<file path="src/rtl/fft_stage_sequencer.sv">
// Radix-2 in-place FFT butterfly sequencer: walks every stage of a
// bit-reversed-input transform, issues one butterfly descriptor per handshake,
// caps in-flight butterflies, and holds a barrier between stages until every
// issued butterfly of the previous stage has been written back.
module fft_stage_sequencer #(
    parameter int unsigned SAMPLES         = 32,
    parameter int unsigned MAX_OUTSTANDING = 4
) (
    input  logic                                   clk,
    input  logic                                   rst_n,
    input  logic                                   start,
    input  logic                                   abort,
    output logic                                   busy,
    output logic                                   done,
    output logic                                   bf_valid,
    input  logic                                   bf_ready,
    output logic [$clog2(SAMPLES)-1:0]             bf_idx_a,
    output logic [$clog2(SAMPLES)-1:0]             bf_idx_b,
    output logic [$clog2(SAMPLES)-2:0]             bf_twiddle,
    output logic [$clog2($clog2(SAMPLES))-1:0]     bf_stage,
    output logic                                   bf_last,
    input  logic                                   wb_ack
);

    localparam int unsigned LOG2 = $clog2(SAMPLES);
    localparam int unsigned BW   = LOG2 - 1;
    localparam int unsigned SW   = $clog2(LOG2);
    localparam int unsigned OW   = $clog2(MAX_OUTSTANDING + 1);

    localparam logic [BW-1:0] B_LAST  = BW'(SAMPLES / 2 - 1);
    localparam logic [SW-1:0] S_LAST  = SW'(LOG2 - 1);
    localparam logic [OW-1:0] OUT_MAX = OW'(MAX_OUTSTANDING);

    localparam logic [1:0] ST_IDLE    = 2'd0;
    localparam logic [1:0] ST_ISSUE   = 2'd1;
    localparam logic [1:0] ST_BARRIER = 2'd2;
    localparam logic [1:0] ST_FINISH  = 2'd3;

    logic [1:0]      state_q, state_d;
    logic [SW-1:0]   stage_q, stage_d;
    logic [BW-1:0]   cnt_q, cnt_d;
    logic [OW-1:0]   out_q, out_d;
    logic            xfer;
    logic            ack_ok;
    logic            show_desc;

    logic            busy_d, done_d, valid_d, last_d;
    logic [LOG2-1:0] idx_a_d, idx_b_d;
    logic [BW-1:0]   twiddle_d;
    logic [SW-1:0]   stage_out_d;

    // Upper operand index: group base (grp << (s+1)) plus position in group.
    function automatic logic [LOG2-1:0] calc_idx_a(input logic [SW-1:0] st,
                                                   input logic [BW-1:0] bi);
        logic [LOG2-1:0] be;
        logic [LOG2-1:0] mask;
        be   = LOG2'(bi);
        mask = (LOG2'(1) << st) - LOG2'(1);
        return (((be >> st) << st) << 1) | (be & mask);
    endfunction

    // Twiddle index: position within the group scaled to the full ROM range.
    function automatic logic [BW-1:0] calc_twiddle(input logic [SW-1:0] st,
                                                   input logic [BW-1:0] bi);
        logic [BW-1:0] mask;
        mask = (BW'(1) << st) - BW'(1);
        return (bi & mask) << (S_LAST - st);
    endfunction

    // State and counter register.
    always_ff @(posedge clk or negedge rst_n) begin
        if (!rst_n) begin
            state_q <= ST_IDLE;
            stage_q <= '0;
            cnt_q   <= '0;
            out_q   <= '0;
        end else begin
            state_q <= state_d;
            stage_q <= stage_d;
            cnt_q   <= cnt_d;
            out_q   <= out_d;
        end
    end

    // Next-state, counter and next-output logic.
    always_comb begin
        state_d     = state_q;
        stage_d     = stage_q;
        cnt_d       = cnt_q;
        out_d       = out_q;
        xfer        = bf_valid && bf_ready;
        ack_ok      = wb_ack && (out_q != '0);
        show_desc   = 1'b0;
        busy_d      = 1'b0;
        done_d      = 1'b0;
        valid_d     = 1'b0;
        last_d      = 1'b0;
        idx_a_d     = '0;
        idx_b_d     = '0;
        twiddle_d   = '0;
        stage_out_d = '0;

        if (xfer && !ack_ok) begin
            out_d = out_q + OW'(1);
        end else if (!xfer && ack_ok) begin
            out_d = out_q - OW'(1);
        end

        case (state_q)
            ST_IDLE: begin
                if (start) begin
                    state_d = ST_ISSUE;
                    stage_d = '0;
                    cnt_d   = '0;
                end
            end
            ST_ISSUE: begin
                if (xfer) begin
                    cnt_d = cnt_q + BW'(1);
                    if (bf_last) begin
                        state_d = ST_BARRIER;
                    end
                end
            end
            ST_BARRIER: begin
                if (out_q == '0) begin
                    if (stage_q == S_LAST) begin
                        state_d = ST_FINISH;
                    end else begin
                        state_d = ST_ISSUE;
                        stage_d = stage_q + SW'(1);
                    end
                end
            end
            ST_FINISH: begin
                state_d = ST_IDLE;
                stage_d = '0;
                cnt_d   = '0;
            end
            default: begin
                state_d = ST_IDLE;
            end
        endcase

        if (abort && (state_q != ST_IDLE)) begin
            state_d = ST_IDLE;
            stage_d = '0;
            cnt_d   = '0;
            out_d   = '0;
        end

        show_desc = (state_d == ST_ISSUE) || (state_d == ST_BARRIER);
        busy_d    = show_desc;
        done_d    = (state_d == ST_FINISH);
        valid_d   = (state_d == ST_ISSUE) && (out_d < OUT_MAX);
        last_d    = (state_d == ST_ISSUE) && (cnt_d == B_LAST);
        if (show_desc) begin
            idx_a_d     = calc_idx_a(stage_d, cnt_d);
            idx_b_d     = idx_a_d | (LOG2'(1) << stage_d);
            twiddle_d   = calc_twiddle(stage_d, cnt_d);
            stage_out_d = stage_d;
        end
    end

    // Registered outputs; descriptor only moves when (stage, count) moves.
    always_ff @(posedge clk or negedge rst_n) begin
        if (!rst_n) begin
            busy       <= 1'b0;
            done       <= 1'b0;
            bf_valid   <= 1'b0;
            bf_last    <= 1'b0;
            bf_idx_a   <= '0;
            bf_idx_b   <= '0;
            bf_twiddle <= '0;
            bf_stage   <= '0;
        end else begin
            busy       <= busy_d;
            done       <= done_d;
            bf_valid   <= valid_d;
            bf_last    <= last_d;
            bf_idx_a   <= idx_a_d;
            bf_idx_b   <= idx_b_d;
            bf_twiddle <= twiddle_d;
            bf_stage   <= stage_out_d;
        end
    end

endmodule
</file>
<file path="config.mk">
export PLATFORM = sky130hd
export DESIGN_NAME = fft_stage_sequencer
export DESIGN_NICKNAME = d
export VERILOG_FILES = /design/src/rtl/fft_stage_sequencer.sv
export SDC_FILE = /design/constraint.sdc
export NUM_CORES = 1
export LEC_CHECK = 0
export CORE_UTILIZATION = 40
export CTS_CLUSTER_DIAMETER = 150
export DETAILED_ROUTE_END_ITERATION = 10
export MAX_ROUTING_LAYER = met4
export PLACE_DENSITY_LB_ADDON = 0.1
export SETUP_SLACK_MARGIN = 0.3
export SLEW_MARGIN = 25
export SYNTH_ARGS = -nofsm -noshare
export SYNTH_HDL_FRONTEND = slang
export SYNTH_SLANG_ARGS = --single-unit
</file>
<file path="constraint.sdc">
create_clock -name clk -period 8.95 [get_ports clk]
set_input_delay 1.79 -clock clk [delete_from_list [all_inputs] [get_ports clk]]
set_output_delay 1.79 -clock clk [all_outputs]
set_load 0.005 [all_outputs]
</file>
==> impl_metrics.tcl, run 1 <==
set metrics [dict create \
    status "finished with violations" \
    violations "DRC" \
    synth_most_common_cell "dfrtp_1" \
    die_x_um 71.1 \
    netlist.area_leader.share 0.432 \
    maxSlewViolCount 0 \
    yosysTopAreaCell "dfrtp_1" \
    cp_slowest_cell "clkdlybuf4s50_1" \
    avgRoutedWirePerCell_um 16.2 \
    critPathArrivalTime_ns 5.05 \
    path_clk_slew_ns 0.06 \
    die_h_um 71.1 \
    crit_buf_inv 2 \
    intPower_mw 0.257 \
    path_cells "clkdlybuf4s50_1, nor2b_1, nor2_1, a221o_1, nand2_1, ha_1, ha_1, inv_1, and3_1, a31oi_1, a41o_1, nor2_1, o311a_1" \
    grt_pass1_wl_mm 7.72 \
    synth-edff-count 0 \
    synth.top_cells.by_count "dfrtp_1 (33), ha_1 (15), inv_1 (15)" \
    fillCellCount 408 \
    dpl_cell_area_sq_mm 0.00221 \
    clock_power_share 0.302 \
    hpwl_mm 3.42 \
    pwr-share-seq 0.452 \
    yosys_most_used_dff "dfrtp_1" \
    p_sw_frac 0.313 \
    async_flop_share 1.00 \
    viasPerCell 5.61 \
    portBuffers 26 \
    num_antenna_cells 0 \
    synth-seq-cells 33 \
    yosys_warnings 0 \
    vdd_drop_max_uv 106 \
    setup_tns_ns 0 \
    timing.fmax_mhz 205 \
    clock-sinks 33 \
    syn-num-nets 221 \
    holdBufCountCts 0 \
    synthTopCellsByArea "dfrtp_1 (43%), ha_1 (9.8%), inv_1 (2.9%)" \
    firstDrtPassIters 7 \
    synth_area_per_cell_sq_um 9.55 \
    drive_above_1_share 0.0661 \
    post_cts_resize_count 0 \
    drc 4 \
    pre_cts_slack_ns 3.80 \
    crit_family "compound AO/OA/AOI/OAI gates" \
    hold_violations 0 \
    comb_power_share 0.246 \
    initial_utilization 0.427 \
    grt_use_total 0.205 \
    drt_iter0_drc 75 \
    cts-buffers-inserted 5 \
    hold_class "reg2reg" \
    gp_congestion 0.806 \
    design_area_sq_mm 0.00230 \
    cts_setup_buffers 0 \
    clock-skew-final_ns 0.00556 \
    period_share 0.545 \
    fin_ws_ns 4.07 \
    ctsHtreeMaxLevel 2 \
    vias 1564 \
    p_leak_nw 1.07 \
    layout.nets 248 \
    syn_to_final_growth_pct 20.4 \
    grt_max_degree 34 \
    setup_violations 0 \
    path_max_fanout 9 \
    grt_overflow_total 0 \
    drv_cap 0 \
    antenna_left 0 \
    startpoint_type "input port" \
    worst_pin_slew_ns 0.821 \
    worstPathRequired_ns 9.12 \
    ys_seq_area_frac 0.432 \
    crit_type "in2reg" \
    cts_root_buffer "clkbuf_8" \
    rows 24 \
    cts_tree "built" \
    multi_input_area_sq_um 995 \
    rsz0062_at_grt "false" \
    die_area_sq_mm 0.00506 \
    wl_mm 4.53 \
    antenna_found_initial 0 \
    io_pins 27 \
    seq_area_sq_um 826 \
    clock_latency_ns 0.29 \
    endpoint_kind "flip-flop" \
    grt_pass1_vias 1552 \
    min_period_ns 4.88 \
    relSlewSlack 0.452 \
    synthCells 200 \
    cts_buffer_depth 2 \
    yosysUniqueCellTypes 48 \
    netlist_area_sq_mm 0.00191 \
    p_per_area_mw_per_mm2 163 \
    slowest_delay_ns 0.55 \
    p_switching_mw 0.117 \
    core-area_sq_mm 0.00447 \
]
[cells by family (layout without fill, tap and decap cells)]
kind of cell	Yosys count	count (layout)	share of synthesized area
buf+inv	23	50	0.0471
xor+xnor	4	4	0.0183
compound gates	51	51	0.193
fa+ha+maj	15	15	0.0982
simple gates	74	74	0.212
flops	33	33	0.432
[metrics by stage]
stage | instances | utilization | hold WS, ns | total power, mW
after floorplan | 200 | - | 0.545 | 0.234
after global placement | 272 | 0.495 | 0.567 | 0.260
after detailed placement | 272 | 0.495 | 0.571 | 0.264
after CTS | 279 | 0.514 | 0.582 | 0.378
after global routing | 279 | 0.514 | 0.612 | 0.399
final | 279 | 0.514 | 0.581 | 0.374
[sequential cells by signal (all words and copies together) (netlist names), 2 cells and up]
register and count:
bf_idx_a 5, bf_idx_b 5, bf_stage 3, bf_twiddle 4, cnt_q 4, out_q 3
stage_q 3, state_q 2
[per-layer routing]
layer,share of wire,GRT usage,vias to the layer above
met5,0,-,-
li1,-,-,774
met2,0.46,0.321,35
met1,0.50,0.271,751
met4,0.0084,0.0600,0
met3,0.035,0.0385,4
[worst register-to-register path: stages (launching register included)]
cell and delay (ns):
dfrtp_1 0.41, inv_1 0.10, ha_1 0.17, nor2b_1 0.57, and3_1 0.28, a221o_1 0.22
nand2_1 0.16, ha_1 0.27, ha_1 0.30, inv_1 0.21, and3_1 0.18, a31oi_1 0.04
a41o_1 0.31, or4_1 0.48, o311ai_1 0.10
[cells in the final DEF, fill, tap and decap left out, drive strengths merged, types with 7 or more instances in the layout]
cell type and count:
clkdlybuf4s50 26, nor3 7, ha 15, nand2 13
nor2 14, a21oi 11, inv 16, clkbuf 7
nor2b 9, o21ai 12, dfrtp 33
[power groups by stage]
stage	logic, mW	registers [mW]	clock network, mW
3_5_place_dp	0.0924	0.172	0
2_1_floorplan	0.0651	0.169	0
3_3_place_gp	0.0896	0.171	0
4_1_cts	0.0928	0.169	0.116
6_report	0.0923	0.169	0.113
5_1_grt	0.106	0.171	0.122
[final cells by class]
type | count | share of cell area
sequential | 33 | 0.359
multi-input combinational | 144 | 0.433
clock buffer | 7 | 0.0375
inverter | 16 | 0.0261
tap | 52 | 0.0283
timing repair buffer | 27 | 0.116
[path summary, 6_finish.rpt]
path	slack, ns	startpoint	end	cells after the start
worst max register to register	5.07	out_q[0]$_DFFE_PN0P_	bf_twiddle[3]$_DFF_PN0_	14
worst min register to register	0.58	out_q[0]$_DFFE_PN0P_	out_q[0]$_DFFE_PN0P_	2
min in group asynchronous	1.90	rst_n	bf_last$_DFF_PN0_	2
worst min-delay path	0.58	out_q[0]$_DFFE_PN0P_	out_q[0]$_DFFE_PN0P_	2
worst max-delay path	4.07	start	bf_twiddle[2]$_DFF_PN0_	13
max in group asynchronous	6.75	rst_n	bf_twiddle[0]$_DFF_PN0_	2
No activity file was read; power rests on OpenSTA's default activity.
==> inputs of run 2 (changes only) <==
- clock period: 8.95 -> 4.78 ns (I/O delays scaled with it)
==> run 2 against run 1 <==
  * The flow still finishes with violations (DRC)
  * Hold slack gained 0.018 ns
  * Cell area up 1.3%
  * Register-to-register slack got worse by 3.8 ns
  * Combinational power rose by 99%
  * Via count grew 2.7%
  * Non-clock buffer count grew 2
  * Die area is the same
  * Clock power is 110% higher
  * Sequential cell count stayed put
  * Setup slack lost 3.3 ns
  * Power increased by 96%
  * Highest routed layer unchanged
==> impl_metrics.tcl, run 2 (synthesis results as in run 1) <==
set metrics [dict create \
    dp.cells 274 \
    crit_path_end "bf_twiddle[2]$_DFF_PN0_" \
    r2r-end "bf_twiddle[3]$_DFF_PN0_" \
    critPathArrivalTime_ns 4.22 \
    clock_latency_ns 0.28 \
    antenna_left 0 \
    r2r-start "out_q[0]$_DFFE_PN0P_" \
    rows 24 \
    p_leak_nw 1.09 \
    multi_input_area_sq_um 995 \
    worst_pin_slew_ns 0.883 \
    grt_pass1_vias 1613 \
    whs_path_depth 2 \
    syn_to_final_growth_pct 21.9 \
    layout.nets 250 \
    gp_congestion 0.802 \
    hold_violations 0 \
    startpoint_type "input port" \
    avgRoutedWirePerCell_um 17.0 \
    path_clk_slew_ns 0.07 \
    reg2regPathDepth 15 \
    die_x_um 71.1 \
    p_per_area_mw_per_mm2 316 \
    grt_max_degree 34 \
    portBuffers 26 \
    path_max_fanout 9 \
    worstPathRequired_ns 4.95 \
    cts-buffers-inserted 5 \
    fillCellCount 417 \
    vias 1606 \
    drv_cap 0 \
    num_antenna_cells 0 \
    fin_ws_ns 0.729 \
    hpwl_mm 3.46 \
    design_area_sq_mm 0.00233 \
    cts_setup_buffers 0 \
    setup_tns_ns 0 \
    hold_class "reg2reg" \
    ctsHtreeMaxLevel 2 \
    post_cts_resize_count 0 \
    relSlewSlack 0.412 \
    viasPerCell 5.70 \
    clock-sinks 33 \
    die_h_um 71.1 \
    die_area_sq_mm 0.00506 \
    top_regs "bf_idx_a x5, bf_idx_b x5" \
    holdBufCountCts 0 \
    status "finished with violations" \
    finalNonFillerCells 282 \
    crit_type "in2reg" \
    cts_buffer_depth 2 \
    firstDrtPassIters 9 \
    period_share 0.847 \
    grt_pass1_wl_mm 8.29 \
    cp-startpoint "start" \
    cts_tree "built" \
    core-area_sq_mm 0.00447 \
    vdd_drop_max_uv 216 \
    timing.fmax_mhz 247 \
    io_pins 27 \
    min_period_ns 4.05 \
    reg2reg_slack_ns 1.26 \
    pre_cts_slack_ns 0.450 \
    drt_iter0_drc 153 \
    drive_above_1_share 0.0826 \
    seq_area_sq_um 826 \
    maxSlewViolCount 0 \
    drc 6 \
    layout_commonest_cell "dfrtp_1" \
    clock-skew-final_ns 0.00605 \
    dpl_cell_area_sq_mm 0.00223 \
    cts_root_buffer "clkbuf_8" \
    endpoint_kind "flip-flop" \
    antenna_found_initial 0 \
    rsz0062_at_grt "false" \
    initial_utilization 0.427 \
    wl_mm 4.79 \
    violations "DRC" \
    grt_overflow_total 0 \
    final_util 0.521 \
    setup_violations 0 \
    layout_common_cells "dfrtp_1 (33), clkdlybuf4s50_1 (26), inv_1 (15), ha_1 (15), nor2_1 (14)" \
    grt_use_total 0.219 \
]
[run 2: cell types whose count changed in the layout (fill, tap and decap cells not counted)]
cell	before	now
clkbuf_8	6	7
clkbuf_1	1	0
clkinv_2	0	1
buf_4	1	3
[run 2: cell type report]
cell class | count | area share
tap | 52 | 0.0279
inverter | 16 | 0.0258
clock inverter | 1 | 0.00215
multi-input combinational | 144 | 0.427
sequential | 33 | 0.354
clock buffer | 7 | 0.0414
timing repair buffer | 29 | 0.121
[run 2: metal layers]
layer	vias up	track usage	share of wire
li1	774	-	-
met1	789	0.307	0.51
met2	37	0.323	0.45
met3	6	0.0427	0.028
met4	0	0.0644	0.0086
met5	-	-	0
[run 2: how the worst min path moves through the flow]
stage,startpoint,to
detailed placement,out_q[2]$_DFF_PN0_,out_q[2]$_DFF_PN0_
CTS,out_q[0]$_DFFE_PN0P_,out_q[0]$_DFFE_PN0P_
global placement,out_q[0]$_DFFE_PN0P_,out_q[0]$_DFFE_PN0P_
global route,out_q[0]$_DFFE_PN0P_,out_q[0]$_DFFE_PN0P_
floorplan,out_q[2]$_DFF_PN0_,out_q[2]$_DFF_PN0_
finish,out_q[0]$_DFFE_PN0P_,out_q[0]$_DFFE_PN0P_
[run 2: worst max-delay path: stages]
cell and delay, ns:
clkdlybuf4s50_1 0.54, nor2b_1 0.28, nor2_1 0.10, a221o_1 0.46
nand2_1 0.18, ha_1 0.21, ha_1 0.35, inv_1 0.18
and3_1 0.22, a31oi_1 0.13, a41o_1 0.27, nor2_1 0.06
o311a_1 0.29
[run 2: stage by stage]
stage / hold slack (ns) / total power [mW]
floorplan: 0.545 / 0.438
global placement: 0.566 / 0.496
detailed placement: 0.583 / 0.504
CTS: 0.599 / 0.742
global route: 0.622 / 0.787
finish: 0.599 / 0.735
[run 2: power breakdown]
group          leakage [nW]  internal, mW  switching (mW)
clock                0.0542         0.130           0.105
combinational         0.586        0.0757           0.108
sequential            0.450         0.298          0.0180
==> inputs of run 3 (changes only) <==
- clock period: 4.78 -> 3.5 ns (I/O delays scaled with it)
==> run 3 against run 2 <==
  * The run still ends with DRC left
  * Sequential power rose by 38%
  * Sequential share of layout area down 3.2 points
  * Cell area up 10%
  * Critical path depth is 4 lower
  * Die area unchanged
  * Register-to-register slack worse by 0.79 ns
  * Critical path type is now reg2reg
  * Highest routed layer unchanged
==> impl_metrics.tcl, run 3 (synthesis results as in run 1) <==
set metrics [dict create \
    relSlewSlack 0.601 \
    clock-sinks 33 \
    avgRoutedWirePerCell_um 16.5 \
    clock_power_share 0.281 \
    hold_violations 0 \
    endpoint_kind "flip-flop" \
    hpwl_mm 3.90 \
    vdd_drop_max_uv 290 \
    p_switching_mw 0.327 \
    pwr-share-seq 0.439 \
    wl_mm 5.10 \
    layout_common_cells "dfrtp_1 (33), buf_4 (30), clkdlybuf4s50_1 (24)" \
    grt_use_total 0.231 \
    finalNonFillerCells 309 \
    grt_pass1_vias 1710 \
    path_max_fanout 16 \
    violations "DRC" \
    rsz0062_at_grt "false" \
    top_usage_layer "met2" \
    grt_max_degree 34 \
    r2r-end "bf_twiddle[3]$_DFF_PN0_" \
    comb_power_share 0.281 \
    maxSlewViolCount 0 \
    grt_overflow_total 0 \
    drive_above_1_share 0.218 \
    whs_path_depth 2 \
    p_leak_nw 1.24 \
    setup_violations 0 \
    cts-buffers-inserted 5 \
    timing.fmax_mhz 330 \
    worst_pin_slew_ns 0.594 \
    p_sw_frac 0.329 \
    period_share 0.867 \
    firstDrtPassIters 10 \
    r2r-start "state_q[1]$_DFF_PN0_" \
    status "finished with violations" \
    path_cells "or3b_4, o32ai_2, a32oi_2, ha_2, ha_2, or3_4, a41o_1, or4_1, o311ai_1" \
    ctsHtreeMaxLevel 2 \
    rows 24 \
    crit_family "simple AND/OR/NAND/NOR gates" \
    gp_congestion 0.851 \
    hold_class "reg2reg" \
    io_pins 27 \
    die_h_um 71.1 \
    grt_pass1_wl_mm 8.56 \
    portBuffers 26 \
    initial_utilization 0.427 \
    globalRouteMet3Util 0.0442 \
    drv_cap 0 \
    power_mw 0.996 \
    crit_type "reg2reg" \
    holdBufCountCts 0 \
    hold_ws_ns 0.584 \
    dp.cells 300 \
    layout_commonest_cell "dfrtp_1" \
    vias 1739 \
    cts_tree "built" \
    fillCellCount 396 \
    fin_ws_ns 0.466 \
    antenna_found_initial 0 \
    layout.nets 277 \
    hold_end "out_q[0]$_DFFE_PN0P_" \
    critPathArrivalTime_ns 3.22 \
    viasPerCell 5.63 \
    worstPathRequired_ns 3.69 \
    holdCritStartpoint "out_q[0]$_DFFE_PN0P_" \
    syn_to_final_growth_pct 34.2 \
    min_period_ns 3.03 \
    cts_buffer_depth 2 \
    drc 4 \
    antenna_left 0 \
    die_area_sq_mm 0.00506 \
    final_util 0.573 \
    path_clk_slew_ns 0.07 \
    top_regs "bf_idx_a x5, bf_idx_b x5" \
    reg2reg_slack_ns 0.47 \
    clock_latency_ns 0.28 \
    drt_iter0_drc 156 \
    num_antenna_cells 0 \
    clock-skew-final_ns 0.00475 \
    pre_cts_slack_ns -0.220 \
    reg2regPathDepth 9 \
    slowest_delay_ns 0.65 \
    intPower_mw 0.668 \
    crit_buf_inv 0 \
    use_met2 0.363 \
    cp_common_cell "ha_2" \
    core-area_sq_mm 0.00447 \
    p_per_area_mw_per_mm2 388 \
    die_x_um 71.1 \
    cp_slowest_cell "dfrtp_1" \
    startpoint_type "flip-flop" \
    met1_usage 0.305 \
    cts_root_buffer "clkbuf_8" \
]
-- run 3: worst max path at each step --
stage	from	end	slack (ns)	depth (start not counted)
after floorplan	out_q[0]$_DFFE_PN0P_	bf_twiddle[3]$_DFF_PN0_	0.33	14
after global placement	start	bf_twiddle[3]$_DFF_PN0_	-0.11	11
after detailed placement	start	bf_twiddle[3]$_DFF_PN0_	-0.22	11
after CTS	abort	bf_twiddle[3]$_DFF_PN0_	0.31	10
after global routing	out_q[0]$_DFFE_PN0P_	bf_twiddle[3]$_DFF_PN0_	0.32	12
final	state_q[1]$_DFF_PN0_	bf_twiddle[3]$_DFF_PN0_	0.47	9
-- run 3: what timing repair did --
item / in CTS / in global routing
buffers inserted: 0 / 1
gates resized for setup: 8 / 7
endpoints found under the setup margin: 5 / 2
pin swaps: 2 / 0
hold endpoints to repair: 0 / 0
cloned: 0 / 0
-- run 3: area by class of cell --
class                   instances  area (sq um)  share of cell area
clock buffers                   5          68.8              0.0268
inverters                      16          60.1              0.0234
multi-input cells             144          1040               0.407
clock inverters                 3          17.5             0.00683
well taps                      52          65.1              0.0254
repair buffers                 56           483               0.188
flip-flops and latches         33           826               0.322
-- run 3: layer usage --
layer  vias up  share of wire
met4         0          0.012
met5         -              0
met1       866           0.48
met2        38           0.48
li1        828              -
met3         7          0.027
-- run 3: worst register-to-register path, delay by kind of cell (launching register included) --
kind / cells / cell delay, ns
AO/OA/AOI/OAI: 4 / 0.58
AND/OR/NAND/NOR: 3 / 1.27
flip-flops: 1 / 0.65
adder cells (fa/ha/maj): 2 / 0.42
-- run 3: per-stage QoR --
stage,instance area (sq um),setup TNS [ns]
after floorplan,1910,0
after global placement,2420,-0.130
after detailed placement,2420,-0.554
after CTS,2540,0
after global routing,2560,0
final,2560,0
-- run 3: power by group through the flow --
stage               clock network, mW  logic, mW  registers (mW)
finish                          0.280      0.279           0.437
global route                    0.311      0.314           0.440
CTS                             0.289      0.273           0.434
detailed placement                  0      0.263           0.440
global placement                    0      0.252           0.437
floorplan                           0      0.166           0.432
